<file path="src/rtl/microaddr_types.sv">
// Shared types for the microaddress counter and its sequencing controller.
package microaddr_types;

  typedef logic [7:0] uaddr_t;

  typedef enum logic [2:0] {
    NONE = 3'd0,
    INC  = 3'd1,
    JMP  = 3'd2,
    CALL = 3'd3,
    RET  = 3'd4
  } cmd_t;

  typedef enum logic [1:0] {
    RUN   = 2'd0,
    WAIT  = 2'd1,
    HALT  = 2'd2,
    FAULT = 2'd3
  } uctl_state_t;

  // Return-stack depth of the microaddress counter.
  localparam int UCALL_DEPTH = 4;

endpackage

</file>
<file path="src/rtl/microseq_ctrl.sv">
// Microsequencer control: gates uop commands to the microaddress counter, handling memory waits,
// halt, interrupt entry and call-stack bounds; cmd/load_addr/irq_ack are combinational.
module microseq_ctrl
  import microaddr_types::*;
#(
  parameter uaddr_t IRQ_VECTOR   = 8'h10,
  parameter int     WAIT_TIMEOUT = 15
) (
  input  logic       clk,
  input  logic       reset,
  input  cmd_t       uop_cmd,
  input  uaddr_t     uop_addr,
  input  logic       uop_wait,
  input  logic       uop_irq_ok,
  input  logic       mem_ready,
  input  logic       irq,
  input  logic       halt_req,
  output cmd_t       cmd,
  output uaddr_t     load_addr,
  output logic       irq_ack,
  output logic [2:0] depth,
  output logic       halted,
  output logic       stack_fault,
  output logic       wait_fault
);

  localparam logic [2:0] DEPTH_MAX = 3'(UCALL_DEPTH);

  uctl_state_t state;
  logic [7:0]  timer;
  logic        in_irq;
  logic [2:0]  entry_depth;

  cmd_t   exec_cmd;
  uaddr_t exec_addr;
  logic   irq_take;
  logic   executes;
  logic   depth_err;

  // Interrupts only enter in RUN so a uop released from WAIT is never replaced by a CALL.
  always_comb begin
    irq_take  = 1'b0;
    exec_cmd  = uop_cmd;
    exec_addr = uop_addr;
    if (state == RUN && irq && uop_irq_ok && uop_cmd == INC && !in_irq && depth < DEPTH_MAX) begin
      irq_take  = 1'b1;
      exec_cmd  = CALL;
      exec_addr = IRQ_VECTOR;
    end
    depth_err = (exec_cmd == CALL && depth == DEPTH_MAX) || (exec_cmd == RET && depth == 3'd0);
    executes  = !reset && ((state == RUN && !halt_req && !(uop_wait && !mem_ready)) ||
                           (state == WAIT && mem_ready));

    cmd       = NONE;
    load_addr = reset ? '0 : uop_addr;
    irq_ack   = 1'b0;
    if (executes && !depth_err) begin
      cmd       = exec_cmd;
      load_addr = exec_addr;
      irq_ack   = irq_take;
    end
  end

  always_ff @(posedge clk) begin
    if (reset) begin
      state       <= RUN;
      timer       <= '0;
      depth       <= '0;
      in_irq      <= 1'b0;
      entry_depth <= '0;
      halted      <= 1'b0;
      stack_fault <= 1'b0;
      wait_fault  <= 1'b0;
    end else begin
      case (state)
        RUN: begin
          if (halt_req) begin
            state  <= HALT;
            halted <= 1'b1;
          end else if (uop_wait && !mem_ready) begin
            state <= WAIT;
            timer <= 8'd1;
          end
        end
        WAIT: begin
          if (mem_ready) begin
            state <= RUN;
          end else if (int'(timer) + 1 >= WAIT_TIMEOUT) begin
            state      <= FAULT;
            wait_fault <= 1'b1;
          end else begin
            timer <= timer + 8'd1;
          end
        end
        HALT: begin
          if (!halt_req) begin
            state  <= RUN;
            halted <= 1'b0;
          end
        end
        default: state <= FAULT;
      endcase

      // An out-of-range CALL/RET is suppressed and overrides any transition chosen above.
      if (executes) begin
        if (depth_err) begin
          state       <= FAULT;
          stack_fault <= 1'b1;
        end else if (exec_cmd == CALL) begin
          depth <= depth + 3'd1;
          if (irq_take) begin
            in_irq      <= 1'b1;
            entry_depth <= depth;
          end
        end else if (exec_cmd == RET) begin
          depth <= depth - 3'd1;
          if (in_irq && (depth - 3'd1) == entry_depth) in_irq <= 1'b0;
        end
      end
    end
  end

endmodule

</file>
<file path="config.mk">
export PLATFORM = sky130hd
export DESIGN_NAME = microseq_ctrl
export DESIGN_NICKNAME = d
export VERILOG_FILES = /design/src/rtl/microaddr_types.sv /design/src/rtl/microseq_ctrl.sv
export SDC_FILE = /design/constraint.sdc
export NUM_CORES = 1
export LEC_CHECK = 0
export ABC_AREA = 1
export CAP_MARGIN = 20
export CORE_MARGIN = 1.5
export CORE_UTILIZATION = 40
export CTS_CLUSTER_DIAMETER = 120
export CTS_CLUSTER_SIZE = 16
export DETAILED_ROUTE_END_ITERATION = 7
export GPL_TIMING_DRIVEN = 1
export HOLD_SLACK_MARGIN = 0.15
export PLACE_DENSITY = 0.72
export SLEW_MARGIN = 5
export SYNTH_ARGS = -nofsm -noshare
export SYNTH_HDL_FRONTEND = slang
export SYNTH_SLANG_ARGS = --single-unit
export TNS_END_PERCENT = 30
</file>
<file path="constraint.sdc">
create_clock -name clk -period 4.49 [get_ports clk]
set_input_delay 0.898 -clock clk [delete_from_list [all_inputs] [get_ports clk]]
set_output_delay 0.898 -clock clk [all_outputs]
set_load 0.005 [all_outputs]
</file>
After elaboration in Yosys (flattened, before gate mapping)
Index checks and enable logic that the tools add are counted.
{"block": "totals", "register_bits": 20, "input_bits": 18, "output_inout_bits": 18, "word_cells": 94}
{"block": "op_classes", "n_addsub": 4, "magnitude_cmp": 2, "n_eq_ne": 14, "n_mux": 29, "bitwise": 2, "n_reduce_logical": 35}
{"cell": "$mux W8", "n": 7}
{"cell": "$pmux W8 S2", "n": 1}
{"cell": "$logic_and A1 B1 Y1", "n": 14}
{"cell": "$mux W2", "n": 7}
{"cell": "$mux W3", "n": 4}
{"cell": "$ne A2 B2 Y1 const B", "n": 6}
{"cell": "$reduce_and A5 Y1", "n": 2}
{"cell": "$add A8 B1 Y9 const B", "n": 1}
{"cell": "$ge A9 B4 Y1 const B", "n": 1}
{"cell": "$reduce_and A3 Y1", "n": 3}
{"cell": "$add A8 B1 Y8 const B", "n": 1}
{"cell": "$mux W1", "n": 8}
{"cell": "$reduce_bool A2 Y1", "n": 4}
{"cell": "$eq A3 B3 Y1 const B", "n": 2}
{"cell": "$logic_not A1 Y1", "n": 6}
{"cell": "$pmux W2 S3", "n": 1}
{"cell": "$reduce_and A4 Y1", "n": 1}
{"cell": "$add A3 B1 Y3 const B", "n": 1}
{"cell": "$eq A3 B1 Y1 const B", "n": 1}
{"cell": "$eq A3 B2 Y1 const B", "n": 1}
{"cell": "$eq A3 B3 Y1", "n": 1}
{"cell": "$logic_not A3 Y1", "n": 1}
{"cell": "$lt A3 B3 Y1 const B", "n": 1}
{"cell": "$sub A3 B1 Y3 const B", "n": 1}
{"cell": "other kinds (8)", "n": 10}

Logic depth before layout (Yosys ltp)
{"block": "depth", "word_depth": 13, "depth_mapped": 12, "ltp_nobuf": 12}

Least setup slack after synthesis
OpenSTA, ideal clock, no wires.
{"block": "synth_timing", "path_kind": "input to output", "start": "input uop_cmd[2]", "end": "output load_addr[4]", "arrival_ps": 1715, "required_ps": 3592, "path_slack_ps": 1877, "cell_stages": 7, "n_path_buf": 0, "path_cell_list": "inv_1 nand2_1 o21ai_0 nand3_2 nand3b_4 clkinv_2 o21a_1"}
{"block": "synth_via", "elab_chain_len": 11, "word_cells_on_any_way": 14, "classes_between": "3 x eq/ne; 3 x mux; 8 x reduce/logical"}
{"item": "start: declaration", "line_no": "microseq_ctrl.sv:11", "text": "input cmd_t uop_cmd,"}
{"item": "$eq A3 B1 Y1", "line_no": "microseq_ctrl.sv:45", "text": "if (state == RUN && irq && uop_irq_ok && uop_cmd == INC && !in_irq && depth < DEPTH_MAX) begin"}
{"item": "$logic_and A1 B1 Y1 (3 in a row)", "line_no": "microseq_ctrl.sv:45"}
{"item": "$mux W3", "line_no": "microseq_ctrl.sv:45"}
{"item": "$eq A3 B2 Y1 / $eq A3 B3 Y1 (equally long branches)", "line_no": "microseq_ctrl.sv:50", "text": "depth_err = (exec_cmd == CALL && depth == DEPTH_MAX) || (exec_cmd == RET && depth == 3'd0);"}
{"item": "$logic_and A1 B1 Y1", "line_no": "microseq_ctrl.sv:50"}
{"item": "$logic_or A1 B1 Y1", "line_no": "microseq_ctrl.sv:50"}
{"item": "$logic_not A1 Y1", "line_no": "microseq_ctrl.sv:57", "text": "if (executes && !depth_err) begin"}
{"item": "$logic_and A1 B1 Y1", "line_no": "microseq_ctrl.sv:57"}
{"item": "$mux W8 *", "line_no": "microseq_ctrl.sv:57"}
{"item": "end: declaration", "line_no": "microseq_ctrl.sv:19", "text": "output uaddr_t load_addr,"}
Mark *: on every way between the ends. The rest lies on a longest branch, timed or not.

Worst setup path after layout
{"block": "layout_timing", "start": "input uop_cmd[2]", "end": "output load_addr[5]"}
Same word-level chain as after synthesis.

==> results.json <==
{
  "status": "complete, no violations",
  "layout-area-overhead-vs-synth_pct": 34.5,
  "setup_viol": 0,
  "io_buffer_count": 35,
  "viasPerCell": 4.43,
  "synthArstFlopShare_pct": 0,
  "yosysTopAreaCell": "dfxtp_1",
  "die_area_mm2": 0.00372,
  "dp_hpwl_um": 2240,
  "ant_nets": 0,
  "synth_edf_count": 0,
  "synth_top_cells_by_area": "dfxtp_1 30%, nand2_1 13%, nor2_1 11%, inv_1 8.1%, ha_1 4.6%",
  "antenna_cells": 0,
  "start_util_pct": 43.0,
  "drcViolationCount": 0,
  "rows": 20,
  "power_density_mw_per_mm2": 242,
  "layout.nets": 270,
  "insertion_delay_ns": 0.32,
  "slew_headroom_pct": 81.3,
  "cts_root_buf": "clkbuf_4",
  "timing.final.hold_violations": 0,
  "die_width_um": 61.0,
  "vias": 1286,
  "htreeDepth": 1,
  "totalNegativeSetupSlack_ns": 0,
  "slowest_stage": "clkdlybuf4s50_1",
  "grt_pass1_vias": 1119,
  "die_h_um": 61.0,
  "critPathArrivalTime_ns": 2.76,
  "startpoint_type": "primary input",
  "cpPeakStageDelay_ns": 0.51,
  "antenna_found_initial": 0,
  "grt_overflow": 0,
  "grt_max_degree": 13,
  "cts.reportedPaths.clkPinSlew_ns": 0.13,
  "crit_type": "in2out",
  "synth_seq_area_share_pct": 29.7,
  "synth_top_area_share_pct": 29.7,
  "ios": 36,
  "first_pass_iters": 4,
  "min_period_over_period_pct": 81.4,
  "cp_common_cell": "clkdlybuf4s50_1",
  "groute.usage.overall_pct": 16.2,
  "initialDrtViolationCount": 42,
  "ir_drop_mv": 0.173,
  "core_mm2": 0.00313,
  "hold_path_class": "reg2reg",
  "crit_fanout": 8,
  "layout-drive-gt1-share_pct": 15.4,
  "ys_ff_latch": 20,
  "synth-main-ff-cell": "dfxtp_1",
  "finalMaxSlewViolations": 0,
  "cts_hold_buf": 0,
  "synth_cell_type_count": 29,
  "grt_pass1_wl_um": 4620,
  "finClkSkew_ns": 0.0154,
  "numCtsBuffers": 3,
  "maxCapViolations": 0,
  "wl_um": 2810,
  "setup.worst_path.end_class": "primary output",
  "tightest_slew_ns": 0.281,
  "yosys_warnings": 0,
  "cts_tree": "built",
  "fmax_mhz": 274,
  "syn-num-nets": 230,
  "ctsResizeCount": 0,
  "gp_congestion": 0.796,
  "syn_area_per_cell_um2": 6.50,
  "wl_per_cell_um": 9.70,
  "leakage_nw": 0.862,
  "cts_buffer_depth": 2,
  "cts_num_sinks": 20,
  "utilization_pct": 57.9,
  "syn_area_mm2": 0.00135,
  "period_needed_ns": 3.65,
  "syn-instance-count": 207,
  "post_cts_buffers": 0,
  "rsz0062_at_grt": "false",
  "crit_required_ns": 3.59,
  "crit_chain": "clkdlybuf4s50_1, inv_1, nand2_1, o21ai_0, nand3_2, nand3b_4, nand2_2, nor2_1, clkdlybuf4s50_1"
}
## worst max-delay path: cells and delay by family
kind | cells | cell delay, ns
compound gates | 1 | 0.19
buf+inv | 3 | 1.05
simple gates | 5 | 0.62
## cells by family (layout without fill, tap and decap cells)
logic type | Yosys count | count (layout) | share of synthesized area (%)
adder cells (fa/ha/maj) | 5 | 5 | 4.65
XOR/XNOR | 5 | 5 | 3.25
AND/OR/NAND/NOR | 120 | 120 | 42.3
buffers and inverters | 40 | 79 | 11.4
flip-flops | 20 | 20 | 29.7
AO/OA/AOI/OAI | 17 | 17 | 8.64
## sequential cells by signal, indices dropped and copies added (netlist names)
name and flops:
entry_depth 3, stack_fault 1, state 2, wait_fault 1, timer 8, halted 1, in_irq 1, depth 3
## routing by layer
layer | vias to the layer above | global-route usage, % | share of wire [%]
met5 | - | 0 | 0
met3 | 0 | 4.62 | 5.3
met2 | 34 | 26.4 | 44
met1 | 546 | 22.2 | 50
met4 | 0 | 1.86 | 0
li1 | 706 | - | -
## per-stage QoR
step                      setup slack, ns  std cells  hold WS, ns  power [W]  area [um2]
final                               0.836        290        0.457   0.000437        1810
after CTS                           0.818        290        0.458   0.000443        1810
after global placement              0.882        286        0.435   0.000289        1760
after detailed placement            0.833        286        0.439   0.000290        1760
after floorplan                      1.88        207        0.423   0.000249        1350
after global routing                0.640        290        0.467   0.000461        1810
## layout make-up
class	instances	area, um2
Timing Repair Buffer	37	365
Tap cell	44	55.1
Clock inverter	1	30.0
Sequential cell	20	400
Clock buffer	3	22.5
Fill cell	311	1320
Multi-Input combinational cell	147	792
Inverter	38	145
## placed cells by master, fill, tap and decap left out
cell type,netlist,layout
o21a_1,1,1
o21ai_1,4,4
a21oi_4,1,1
o21ai_0,2,2
clkinv_2,2,2
nor3_1,4,4
nor2_8,1,1
clkdlybuf4s50_1,0,35
nand2_4,3,3
inv_1,29,29
clkbuf_4,0,3
nand3_1,10,10
nand3_2,2,2
a211oi_1,1,1
nand3b_1,1,1
nand2_1,46,46
dfxtp_1,20,20
inv_2,7,7
xnor2_1,4,4
xor2_1,1,1
a21oi_2,4,4
a21oi_1,4,4
ha_1,5,5
or2_2,2,2
nand2_2,7,7
nor2_1,40,40
nand3b_4,1,1
nand4_1,1,1
nor2_2,2,2
buf_4,0,2
bufinv_16,0,1
## synth_stat cells, types with 2 or more instances
cell type   n
nand3_2     2
or2_2       2
nand2_2     7
nor2_2      2
nand2_4     3
xnor2_1     4
dfxtp_1    20
inv_1      29
o21ai_1     4
a21oi_2     4
nor2_1     40
o21ai_0     2
nor3_1      4
nand2_1    46
nand3_1    10
a21oi_1     4
inv_2       7
ha_1        5
clkinv_2    2
## power breakdown
group,internal [W],total [W],switching (W)
Combinational,0.0000467,0.0000941,0.0000474
Sequential,0.000184,0.000191,0.00000745
Clock,0.0000903,0.000152,0.0000618
Total,0.000321,0.000437,0.000117
## final timing paths
kind | cells past startpoint | slack [ns] | to | start
setup / recovery | 9 | 0.84 | load_addr[5] | uop_cmd[2]
hold / removal | 2 | 0.46 | timer[5] | timer[5]
setup reg to reg | 12 | 2.77 | timer[0] | timer[0]
hold reg to reg | 2 | 0.46 | timer[5] | timer[5]
Note: power is estimated with default switching activity, not from simulation.
